**src/rtl/cnn_pkg.sv**
```systemverilog
// cnn_pkg: definitions shared by the CNN datapath blocks (partial-sum
// accumulators, pooling, adder trees).
//   - CNN_DATA_WIDTH / CNN_BUF_WIDTH / CNN_TAP_WIDTH : default widths
//   - psum_state_e : control states of the partial-sum accumulator
//   - PSUM_MAX / PSUM_MIN : clamp bounds of a CNN_BUF_WIDTH signed sum
package cnn_pkg;

    localparam int CNN_DATA_WIDTH = 8;
    localparam int CNN_BUF_WIDTH  = 26;
    localparam int CNN_TAP_WIDTH  = 10;

    typedef enum logic [1:0] {
        IDLE = 2'd0,
        ACC  = 2'd1,
        HOLD = 2'd2
    } psum_state_e;

    localparam logic signed [CNN_BUF_WIDTH-1:0] PSUM_MAX = {1'b0, {(CNN_BUF_WIDTH-1){1'b1}}};
    localparam logic signed [CNN_BUF_WIDTH-1:0] PSUM_MIN = {1'b1, {(CNN_BUF_WIDTH-1){1'b0}}};

endpackage

```
**src/rtl/sat_add.sv**
```systemverilog
// sat_add: combinational signed saturating adder.
//   a, b : WIDTH-bit signed operands
//   sum  : a + b clamped to [-2^(WIDTH-1), 2^(WIDTH-1)-1]
// The sum is formed one bit wider so that overflow shows up as a
// disagreement between the two top bits; the extra top bit is the true
// sign and selects which bound to clamp to.
module sat_add
    import cnn_pkg::*;
#(
    parameter int WIDTH = CNN_BUF_WIDTH
) (
    input  logic signed [WIDTH-1:0] a,
    input  logic signed [WIDTH-1:0] b,
    output logic signed [WIDTH-1:0] sum
);

    localparam logic signed [WIDTH-1:0] SAT_MAX = {1'b0, {(WIDTH-1){1'b1}}};
    localparam logic signed [WIDTH-1:0] SAT_MIN = {1'b1, {(WIDTH-1){1'b0}}};

    logic signed [WIDTH:0] wide;
    logic                  overflow;

    assign wide     = {a[WIDTH-1], a} + {b[WIDTH-1], b};
    assign overflow = wide[WIDTH] != wide[WIDTH-1];

    always_comb begin
        sum = wide[WIDTH-1:0];
        if (overflow) begin
            sum = wide[WIDTH] ? SAT_MIN : SAT_MAX;
        end
    end

endmodule

```
**src/rtl/conv_psum_accumulator.sv**
```systemverilog
// conv_psum_accumulator: multiply-accumulate of signed activation/weight
// pairs plus a bias into a saturating BUF_WIDTH partial sum, presented on a
// valid/ready output after T accepted pairs (T = cfg_taps, 0 meaning 1).
//   clk, rst            : clock, synchronous active-high reset
//   cfg_taps, bias      : job config, sampled on the first beat of a job
//   in_valid / in_ready : act/wgt pair handshake (in_act, in_wgt)
//   out_valid/out_ready : result handshake, out_psum is the acc register
// While a result is held, in_ready follows out_ready so the first beat of
// the next job can be taken in the same cycle the result is consumed.
module conv_psum_accumulator
    import cnn_pkg::*;
#(
    parameter int DATA_WIDTH = CNN_DATA_WIDTH,
    parameter int BUF_WIDTH  = CNN_BUF_WIDTH,
    parameter int TAP_WIDTH  = CNN_TAP_WIDTH
) (
    input  logic                         clk,
    input  logic                         rst,
    input  logic        [TAP_WIDTH-1:0]  cfg_taps,
    input  logic signed [BUF_WIDTH-1:0]  bias,
    input  logic                         in_valid,
    output logic                         in_ready,
    input  logic signed [DATA_WIDTH-1:0] in_act,
    input  logic signed [DATA_WIDTH-1:0] in_wgt,
    output logic                         out_valid,
    input  logic                         out_ready,
    output logic signed [BUF_WIDTH-1:0]  out_psum
);

    psum_state_e                  state_reg;
    logic signed [BUF_WIDTH-1:0]  acc_reg;
    logic        [TAP_WIDTH-1:0]  cnt_reg;
    logic        [TAP_WIDTH-1:0]  taps_reg;
    logic                         out_valid_reg;

    logic signed [2*DATA_WIDTH-1:0] prod;
    logic signed [BUF_WIDTH-1:0]    prod_ext;
    logic signed [BUF_WIDTH-1:0]    add_a;
    logic signed [BUF_WIDTH-1:0]    sum_sat;
    logic        [TAP_WIDTH-1:0]    taps_eff;
    logic                           accept;
    logic                           first_beat;
    logic                           last_beat;

    assign prod     = in_act * in_wgt;
    assign prod_ext = {{(BUF_WIDTH-2*DATA_WIDTH){prod[2*DATA_WIDTH-1]}}, prod};

    assign taps_eff = (cfg_taps == '0) ? TAP_WIDTH'(1) : cfg_taps;

    // Outside ACC any accepted beat opens a new job (IDLE, or HOLD while
    // the held result is consumed in the same cycle).
    assign first_beat = (state_reg != ACC);
    assign last_beat  = (cnt_reg == taps_reg - TAP_WIDTH'(1));

    assign in_ready = !rst && ((state_reg != HOLD) || out_ready);
    assign accept   = in_valid && in_ready;

    // A new job starts from the bias, a running job from the accumulator.
    assign add_a = first_beat ? bias : acc_reg;

    sat_add #(
        .WIDTH (BUF_WIDTH)
    ) u_sat_add (
        .a   (add_a),
        .b   (prod_ext),
        .sum (sum_sat)
    );

    always_ff @(posedge clk) begin
        if (rst) begin
            state_reg     <= IDLE;
            acc_reg       <= '0;
            cnt_reg       <= '0;
            taps_reg      <= '0;
            out_valid_reg <= 1'b0;
        end else begin
            case (state_reg)
                IDLE, HOLD: begin
                    if (accept) begin
                        acc_reg  <= sum_sat;
                        taps_reg <= taps_eff;
                        cnt_reg  <= TAP_WIDTH'(1);
                        if (taps_eff == TAP_WIDTH'(1)) begin
                            state_reg     <= HOLD;
                            out_valid_reg <= 1'b1;
                        end else begin
                            state_reg     <= ACC;
                            out_valid_reg <= 1'b0;
                        end
                    end else if (state_reg == HOLD && out_ready) begin
                        state_reg     <= IDLE;
                        out_valid_reg <= 1'b0;
                    end
                end
                ACC: begin
                    if (accept) begin
                        acc_reg <= sum_sat;
                        cnt_reg <= cnt_reg + TAP_WIDTH'(1);
                        if (last_beat) begin
                            state_reg     <= HOLD;
                            out_valid_reg <= 1'b1;
                        end
                    end
                end
                default: begin
                    state_reg     <= IDLE;
                    out_valid_reg <= 1'b0;
                end
            endcase
        end
    end

    assign out_valid = out_valid_reg;
    assign out_psum  = acc_reg;

endmodule

```
**config.mk**
```make
export PLATFORM = sky130hd
export DESIGN_NAME = conv_psum_accumulator
export DESIGN_NICKNAME = d
export VERILOG_FILES = /design/src/rtl/cnn_pkg.sv /design/src/rtl/sat_add.sv /design/src/rtl/conv_psum_accumulator.sv
export SDC_FILE = /design/constraint.sdc
export NUM_CORES = 1
export LEC_CHECK = 0
export BUFFER_PORTS_ARGS = -buffer_cell sky130_fd_sc_hd__buf_2
export CORE_MARGIN = 5
export CORE_UTILIZATION = 45
export CTS_BUF_LIST = sky130_fd_sc_hd__clkbuf_8 sky130_fd_sc_hd__clkbuf_16
export DETAILED_ROUTE_END_ITERATION = 10
export PLACE_DENSITY = 0.67
export SYNTH_ARGS = -nofsm -noshare
export SYNTH_HDL_FRONTEND = slang
export SYNTH_HIERARCHICAL = 1
export SYNTH_SLANG_ARGS = --single-unit
```
**constraint.sdc**
```tcl
create_clock -name clk -period 7.28 [get_ports clk]
set_input_delay 0.728 -clock clk [delete_from_list [all_inputs] [get_ports clk]]
set_output_delay 0.728 -clock clk [all_outputs]
set_load 0.01 [all_outputs]
```
# After elaboration in Yosys (flattened, before gate mapping)
# Cells that the tools add are included.
# totals
out_inout_bits,28
inputBits,56
reg_bits,49
# classes
n_eq_ne,11
add_sub_neg,3
multipliers,1
muxes,19
reduce_logical,14
# op_table
operator,n
$mux W26,3
$mux W10,3
$add A26 B16 Y27,1
$pmux W10 S2,1
$mul A8 B8 Y16,1
$add A10 B1 Y10 const B,1
$eq A10 B1 Y1 const B,1
$eq A10 B10 Y1,1
$logic_not A10 Y1,1
$mux W2,5
$sub A10 B1 Y10 const B,1
$ne A2 B2 Y1 const B,4
$reduce_and A3 Y1,2
$mux W1,5
$pmux W2 S2,1
$reduce_and A2 Y1,2
$logic_and A1 B1 Y1,3
$ne A3 B3 Y1 const B,1
$reduce_or A3 Y1,1
$eq A2 B1 Y1 const B,1
$eq A2 B2 Y1 const B,1
$logic_not A2 Y1,1
$ne A2 B1 Y1 const B,1
$pmux W1 S2,1
5 further kinds,5

# Logic depth before layout (Yosys ltp)
# Gate-level depths: netlist of run 1.
# logic_depth
depth_word,6
depth_mapped,27

# Modules after synthesis
# Netlist of run 1, hierarchy kept.
# by_module_without_submodules
module,cells_per_inst,n_inst,seq_area_each_um2,area_per_inst_um2
conv_psum_accumulator,632,1,960.9,5003.5
sat_add,246,1,0.0,1801.7

# Least setup slack after synthesis of run 1
# No wires, ideal clock.
# synth_timing
kind,input-to-reg
from,input in_wgt[4]
to,"register acc_reg[23], in the netlist out_psum[23]"
setup_time_ns,0.070
arrival_ns,6.987
cell_stages,26
t_required_ns,7.210
setup_slack_ns,0.223
n_path_buf,1
path_cell_list,and2_1 > fa_1 > inv_1 > fa_1 > inv_1 > fa_1 > inv_1 > fa_1 > inv_1 > ha_1 > a21oi_1 > nor2b_1 > o311ai_0 > a31oi_1 > xnor2_1 > ha_1 > nand4_1 > a2111oi_4 > or4b_1 > o211a_2 > a211o_1 > nand3b_4 > buf_6 > o31ai_1 > nand2_1 > a21oi_1
# synth_between
elab_chain_len,4
elab_cells_between_ends,5
# synth_lines
element,line_no,source
from (decl),conv_psum_accumulator.sv:24,"input logic signed [DATA_WIDTH-1:0] in_wgt,"
$mul A8 B8 Y16 (*),conv_psum_accumulator.sv:45,assign prod = in_act * in_wgt;
net prod[15],conv_psum_accumulator.sv:36,logic signed [2*DATA_WIDTH-1:0] prod;
$add A26 B16 Y27 (*),sat_add.sv:23,"assign wide = {a[WIDTH-1], a} + {b[WIDTH-1], b};"
$mux W26 or $ne A1 B1 Y1 (tied branches),"sat_add.sv:29, sat_add.sv:24",
$mux W26 (*),sat_add.sv:28,if (overflow) begin
net sum_sat[23],conv_psum_accumulator.sv:39,logic signed [BUF_WIDTH-1:0] sum_sat;
to (signal assigned),conv_psum_accumulator.sv:80,acc_reg <= sum_sat;
to (signal assigned),conv_psum_accumulator.sv:97,acc_reg <= sum_sat;
to (decl),conv_psum_accumulator.sv:31,logic signed [BUF_WIDTH-1:0] acc_reg;
# The timed path passes the listed nets; every way through them passes the cells marked *.
# A chain may end at the register's enable or synchronous reset.

# Worst setup path after layout of run 1
# layout_timing
from,input in_wgt[4]
to,"register acc_reg[6], in the netlist out_psum[6]"
# The elaborated chain is that of the path after synthesis.

==> results of run 1 <==
[cell type report]
| type | count | area share, % |
|---|---|---|
| repair buffers | 168 | 13.7 |
| well taps | 188 | 2.85 |
| clock buffers | 6 | 1.68 |
| clock inverters | 2 | 0.469 |
| inverters | 96 | 4.36 |
| multi-input cells | 706 | 65.4 |
| flip-flops and latches | 48 | 11.6 |
[worst reg2reg max path, stage by stage, from the launching register on]
cell and delay [ps]:
dfxtp_1 460, nand2b_1 140, buf_4 310, nand2_1 90, nand2_1 110, ha_1 210
fa_1 260, a211o_1 160, a211oi_1 70, buf_4 150, or4b_4 510, o211a_2 160
a211o_1 300, a21boi_4 190, buf_12 170, o21ai_2 130, nand2_1 70, a21oi_1 130
[kinds of logic (layout without fill, tap and decap cells)]
| kind of cell | Yosys count | after routing | share of synthesized area, % |
|---|---|---|---|
| mux | 12 | 12 | 1.78 |
| compound gates | 171 | 171 | 17.3 |
| fa+ha+maj | 113 | 113 | 27.0 |
| simple gates | 358 | 358 | 25.7 |
| flops | 48 | 48 | 14.1 |
| buf+inv | 124 | 272 | 7.48 |
| xor+xnor | 52 | 52 | 6.69 |
[placed cells by master (no fill, tap or decap), types with 47 or more instances in the layout]
cell type / n
a21oi_1: 55
inv_1: 96
dfxtp_1: 48
buf_2: 83
buf_4: 79
nor2_1: 47
ha_1: 55
nand2_1: 168
fa_1: 56
and2_1: 48
[worst paths after layout]
kind                 from     endpoint  cells after the start
max             in_wgt[4]  out_psum[6]                     29
max reg2reg  state_reg[1]  out_psum[6]                     17
min reg2reg   out_psum[3]  out_psum[3]                      2
min           out_psum[3]  out_psum[3]                      2
[through the flow]
stage          setup WS (ps)  TNS, ps  std cells  cell area [sq um]  hold slack (ps)
4_1_cts                  160        0       1212               8180              473
3_5_place_dp            -335    -7590       1204               8000              464
5_1_grt                -32.1     -185       1214               8260              501
6_report                 277        0       1214               8260              466
2_1_floorplan            223        0        878               6810              493
3_3_place_gp            -212    -4830       1204               8000              460
[layer usage]
| metal | GRT usage, % | up-vias |
|---|---|---|
| li1 | - | 3213 |
| met1 | 26.6 | 2989 |
| met2 | 32.8 | 106 |
| met3 | 2.70 | 18 |
| met4 | 3.81 | 0 |
| met5 | 0 | - |
[what timing repair did]
| action | 4_1_cts | 5_1_grt |
|---|---|---|
| pin swaps | 0 | 5 |
| setup endpoints to repair | 25 | 25 |
| resized for setup | 1 | 13 |
| buffers inserted | 0 | 2 |
==> results.py, run 1 <==
metrics = {
    "finish": {
        "largest_register_ffs": 26,
        "seqCellArea_sq_um": 961,
        "multiInputGateArea_sq_um": 5400,
        "postLayoutCoreUtil_pct": 55.0,
        "layout.nets": 1194,
        "syn2layout_area_growth_pct": 21.4,
        "drive_above_1_share_pct": 22.2,
        "antennaDiodeCount": 0,
        "n_fill_cell": 1464,
    },
    "routing": {
        "routed-wl-met3_um": 604,
        "firstDrtPassIters": 5,
        "wirelength_um": 17000,
        "post_drt_wl_per_cell_um": 14.0,
        "routed.top_layer": "met4",
        "drc": 0,
        "drtAntennaViolNets": 0,
        "via_count": 6326,
        "vias_per_cell": 5.21,
        "dr_wl_met2_um": 8060,
        "drt_iter0_markers": 316,
        "wl_met1_um": 8050,
    },
    "global_routing": {
        "grt_pass1_vias": 6140,
        "antenna_found_initial": 0,
        "grt_pass1_wl_um": 29100,
        "grt_use_total_pct": 19.4,
        "overflow": 0,
        "grt_max_degree": 45,
    },
    "synth": {
        "synth_edf_count": 0,
        "synth_warnings": 6,
        "yosys.area.top_type": "fa_1",
        "synthTopCellsByArea": "fa_1 (16%), dfxtp_1 (14%), ha_1 (10%), nand2_1 (9.3%), inv_1 (5.3%)",
        "ys_seq_elements": 48,
        "ys.flop_type": "dfxtp_1",
        "avgSynthCellArea_sq_um": 7.75,
        "async_reset_ff_share_pct": 0,
        "yosys-top-cells-count": "nand2_1 (168), inv_1 (96), a21oi_1 (60)",
        "synth_cell_types": 73,
        "syn-instance-count": 878,
        "netlist_area_sq_um": 6810,
        "synthesis.nets": 1047,
        "synth.top_cell.area_share_pct": 16.5,
        "post-synth-top-count-cell": "nand2_1",
        "seq_area_frac_synth_pct": 14.1,
    },
    "timing": {
        "fmax_mhz": 143,
        "timing.slew.headroom_pct": 42.9,
        "worst-slew-pin-transition_ps": 856,
        "finalCritPeriodShare_pct": 96.2,
        "hold_viol_final": 0,
        "slew_violations": 0,
        "layout_min_cycle_time_ps": 7000,
        "finalSetupViolations": 0,
        "fin_skew_ps": 7.68,
    },
    "hold_path": {
        "hp-class": "flop to flop",
    },
    "clock_tree": {
        "clock_latency_ps": 290,
        "hold_buffers": 0,
        "tritoncts": "yes",
        "htreeDepth": 2,
        "clk_path_buf_depth": 2,
        "clk_pin_slew_worst_paths_ps": 60,
        "cts_buffers": 5,
        "clockRootBuffer": "clkbuf_16",
        "cts.sinks": 48,
    },
    "setup_path": {
        "cp-start-kind": "primary input",
        "cp_slowest_cell": "fa_1",
        "arrival_ps": 7220,
        "crit_required_ps": 7490,
        "ff2ff_setup_slack_ps": 3580,
        "crit_path_end_kind": "flop",
        "critical_path_buf_inv_count": 9,
        "worst-setup-path-type": "primary input to flop",
        "critPathTopFamily": "adder cells",
        "max_stage_delay_ps": 560,
        "crit_path_max_fanout": 9,
    },
    "placement": {
        "routabilityCongestion": 0.863,
        "dp_hpwl_um": 13900,
        "io_buffers": 83,
    },
    "floorplan": {
        "io_pins": 84,
        "start_util_pct": 45.3,
        "die-area_sq_um": 17700,
        "die_h_um": 133,
        "die_w_um": 133,
        "core_sq_um": 15000,
        "placementRows": 45,
    },
    "outcome": {
        "status": "completed",
    },
    "job": {
        "cap_violations": 0,
    },
}
Power of run 1 is not shown: default switching activity piles up to over one toggle a cycle in this logic, so the estimate is an artifact.
==> run 2: changes to the inputs <==
- MAX_ROUTING_LAYER: default -> met4
- PLACE_DENSITY: 0.67 -> 0.66
- SYNTH_HIERARCHICAL: 1 -> default
==> run 2 against run 1 <==
Compared with the run above:
- die area rose by 7.8%
- maximum frequency up 5.1%
- utilization decreased by 4.1 points
- synthesized area is 8.4% higher
==> results.py, run 2 <==
metrics = {
    "outcome": {
        "status": "completed",
    },
    "placement": {
        "dp_cells": 1079,
        "dp_hpwl_um": 14000,
        "dp_slack_ps": 608,
        "routabilityCongestion": 0.848,
        "io_buffers": 83,
    },
    "finish": {
        "drive_above_1_share_pct": 13.0,
        "final_cell_count_no_fill": 1087,
        "layout.nets": 1104,
        "largest_register_ffs": 26,
        "final_common_cell": "fa_1",
        "final_cell_mix": "fa_1 (116), inv_1 (112), buf_2 (83)",
        "syn2layout_area_growth_pct": 10.3,
        "antennaDiodeCount": 0,
    },
    "synth": {
        "avgSynthCellArea_sq_um": 9.17,
        "ys.flop_type": "dfxtp_1",
        "synth_warnings": 0,
        "yosys.area.top_type": "fa_1",
        "synthesis.nets": 1039,
        "synth_edf_count": 0,
        "post-synth-top-count-cell": "fa_1",
        "yosys-top-cells-count": "fa_1 (116), inv_1 (112), nand2_1 (73)",
        "seq_area_frac_synth_pct": 13.0,
        "netlist_area_sq_um": 7380,
        "synth.top_cell.area_share_pct": 31.5,
        "async_reset_ff_share_pct": 0,
        "ys_seq_elements": 48,
        "synth_cell_types": 59,
        "synthTopCellsByArea": "fa_1 (31%), dfxtp_1 (13%), ha_1 (11%), inv_1 (5.7%), mux2i_1 (4.7%)",
        "syn-instance-count": 805,
    },
    "setup_path": {
        "crit_required_ps": 7460,
        "critPathTopFamily": "adder cells",
        "ff2ff_setup_slack_ps": 620,
        "crit_top_cell": "fa_1",
        "worst-setup-path-type": "flop to flop",
        "crit_path_max_fanout": 26,
        "max_stage_delay_ps": 520,
        "arrival_ps": 6850,
        "path_cells": "nand2b_2 > mux2i_1 > fa_1 > inv_1 > fa_1 > inv_1 > fa_1 > fa_1 > inv_1 > fa_1 > ha_1 > o21ai_0 > nor4b_1 > nand4bb_1 > nand3_1 > a221oi_2 > mux2i_2 > buf_4 > o22ai_1 > a311oi_1",
        "crit_path_end_kind": "flop",
        "critical_path_buf_inv_count": 4,
        "cp_slowest_cell": "nand2b_2",
        "cp-start-kind": "flop",
    },
    "clock_tree": {
        "cts.sinks": 48,
        "clockRootBuffer": "clkbuf_16",
        "hold_buffers": 0,
        "tritoncts": "yes",
        "post_cts_buffers": 0,
        "cts_buffers": 5,
        "clock_latency_ps": 280,
        "htreeDepth": 2,
        "clk_path_buf_depth": 2,
        "postCtsResizedCells": 0,
        "clk_pin_slew_worst_paths_ps": 70,
    },
    "routing": {
        "drtAntennaViolNets": 0,
        "wirelength_um": 16700,
        "firstDrtPassIters": 4,
        "vias_per_cell": 5.29,
        "drc": 0,
        "drt_iter0_markers": 252,
        "post_drt_wl_per_cell_um": 15.4,
        "via_count": 5755,
    },
    "floorplan": {
        "die_h_um": 138,
        "die-area_sq_um": 19100,
        "placementRows": 46,
        "io_pins": 84,
        "start_util_pct": 46.1,
        "core_sq_um": 16000,
        "die_w_um": 138,
    },
    "timing": {
        "fin_ws_ps": 617,
        "tns_ps": 0,
        "fmax_mhz": 150,
        "finalSetupViolations": 0,
        "layout_min_cycle_time_ps": 6660,
        "worst-slew-pin-transition_ps": 1130,
        "hold_viol_final": 0,
        "rsz0062_at_grt": "false",
        "slew_violations": 0,
        "fin_skew_ps": 5.41,
        "finalCritPeriodShare_pct": 91.5,
        "timing.slew.headroom_pct": 24.5,
    },
    "job": {
        "cap_violations": 0,
    },
    "global_routing": {
        "grt_use_total_pct": 18.7,
        "grt_pass1_vias": 5825,
        "antenna_found_initial": 0,
        "grt_max_degree": 56,
        "grt_pass1_wl_um": 29400,
        "overflow": 0,
    },
    "hold_path": {
        "hp-class": "flop to flop",
    },
}
-- run 2: worst register-to-register path: cells and delay by family (launching register included) --
kind | cells | cell delay (ps)
AOI/OAI and AO/OA | 4 | 930
muxes | 2 | 690
and+or+nand+nor | 4 | 1400
DFF | 1 | 470
buffers and inverters | 4 | 540
adders and majority gates | 6 | 2550
-- run 2: kinds of logic (layout without fill, tap and decap cells) --
logic type,after synthesis,after routing,share of synthesized area [%]
compound gates,127,127,12.3
xor+xnor,43,43,5.10
fa+ha+maj,178,178,42.0
buf+inv,144,210,7.78
flops,48,48,13.0
mux,38,38,5.24
simple gates,227,227,14.6
-- run 2: worst paths after layout --
| path | depth (start not counted) | end | start |
|---|---|---|---|
| worst min-delay path | 2 | cnt_reg[7] | cnt_reg[7] |
| worst max register to register | 20 | out_psum[5] | state_reg[1] |
| worst min register to register | 2 | cnt_reg[7] | cnt_reg[7] |
| worst max-delay path | 20 | out_psum[5] | state_reg[1] |
-- run 2: metal layers --
layer / GRT usage [%] / wire [um] / up-vias
li1: - / - / 2813
met1: 26.9 / 7990 / 2817
met2: 30.1 / 8010 / 114
met3: 1.62 / 657 / 11
met4: 1.72 / 84 / 0
met5: - / 0 / -
-- run 2: per-stage QoR --
step	utilization (%)	hold slack, ps	area, sq um
4_1_cts	50.9	509	8140
2_1_floorplan	-	470	7380
3_3_place_gp	49.9	489	7980
3_5_place_dp	49.9	497	7980
5_1_grt	50.9	539	8140
6_report	50.9	513	8140
-- run 2: final cells by class --
class	instances	area, sq um
clock buffer	6	139
clock inverter	2	15.0
fill	1574	7860
inverter	113	424
multi-input combinational	613	5870
sequential	48	961
tap	216	270
timing repair buffer	89	460
Power of run 2 is left out for the same reason.
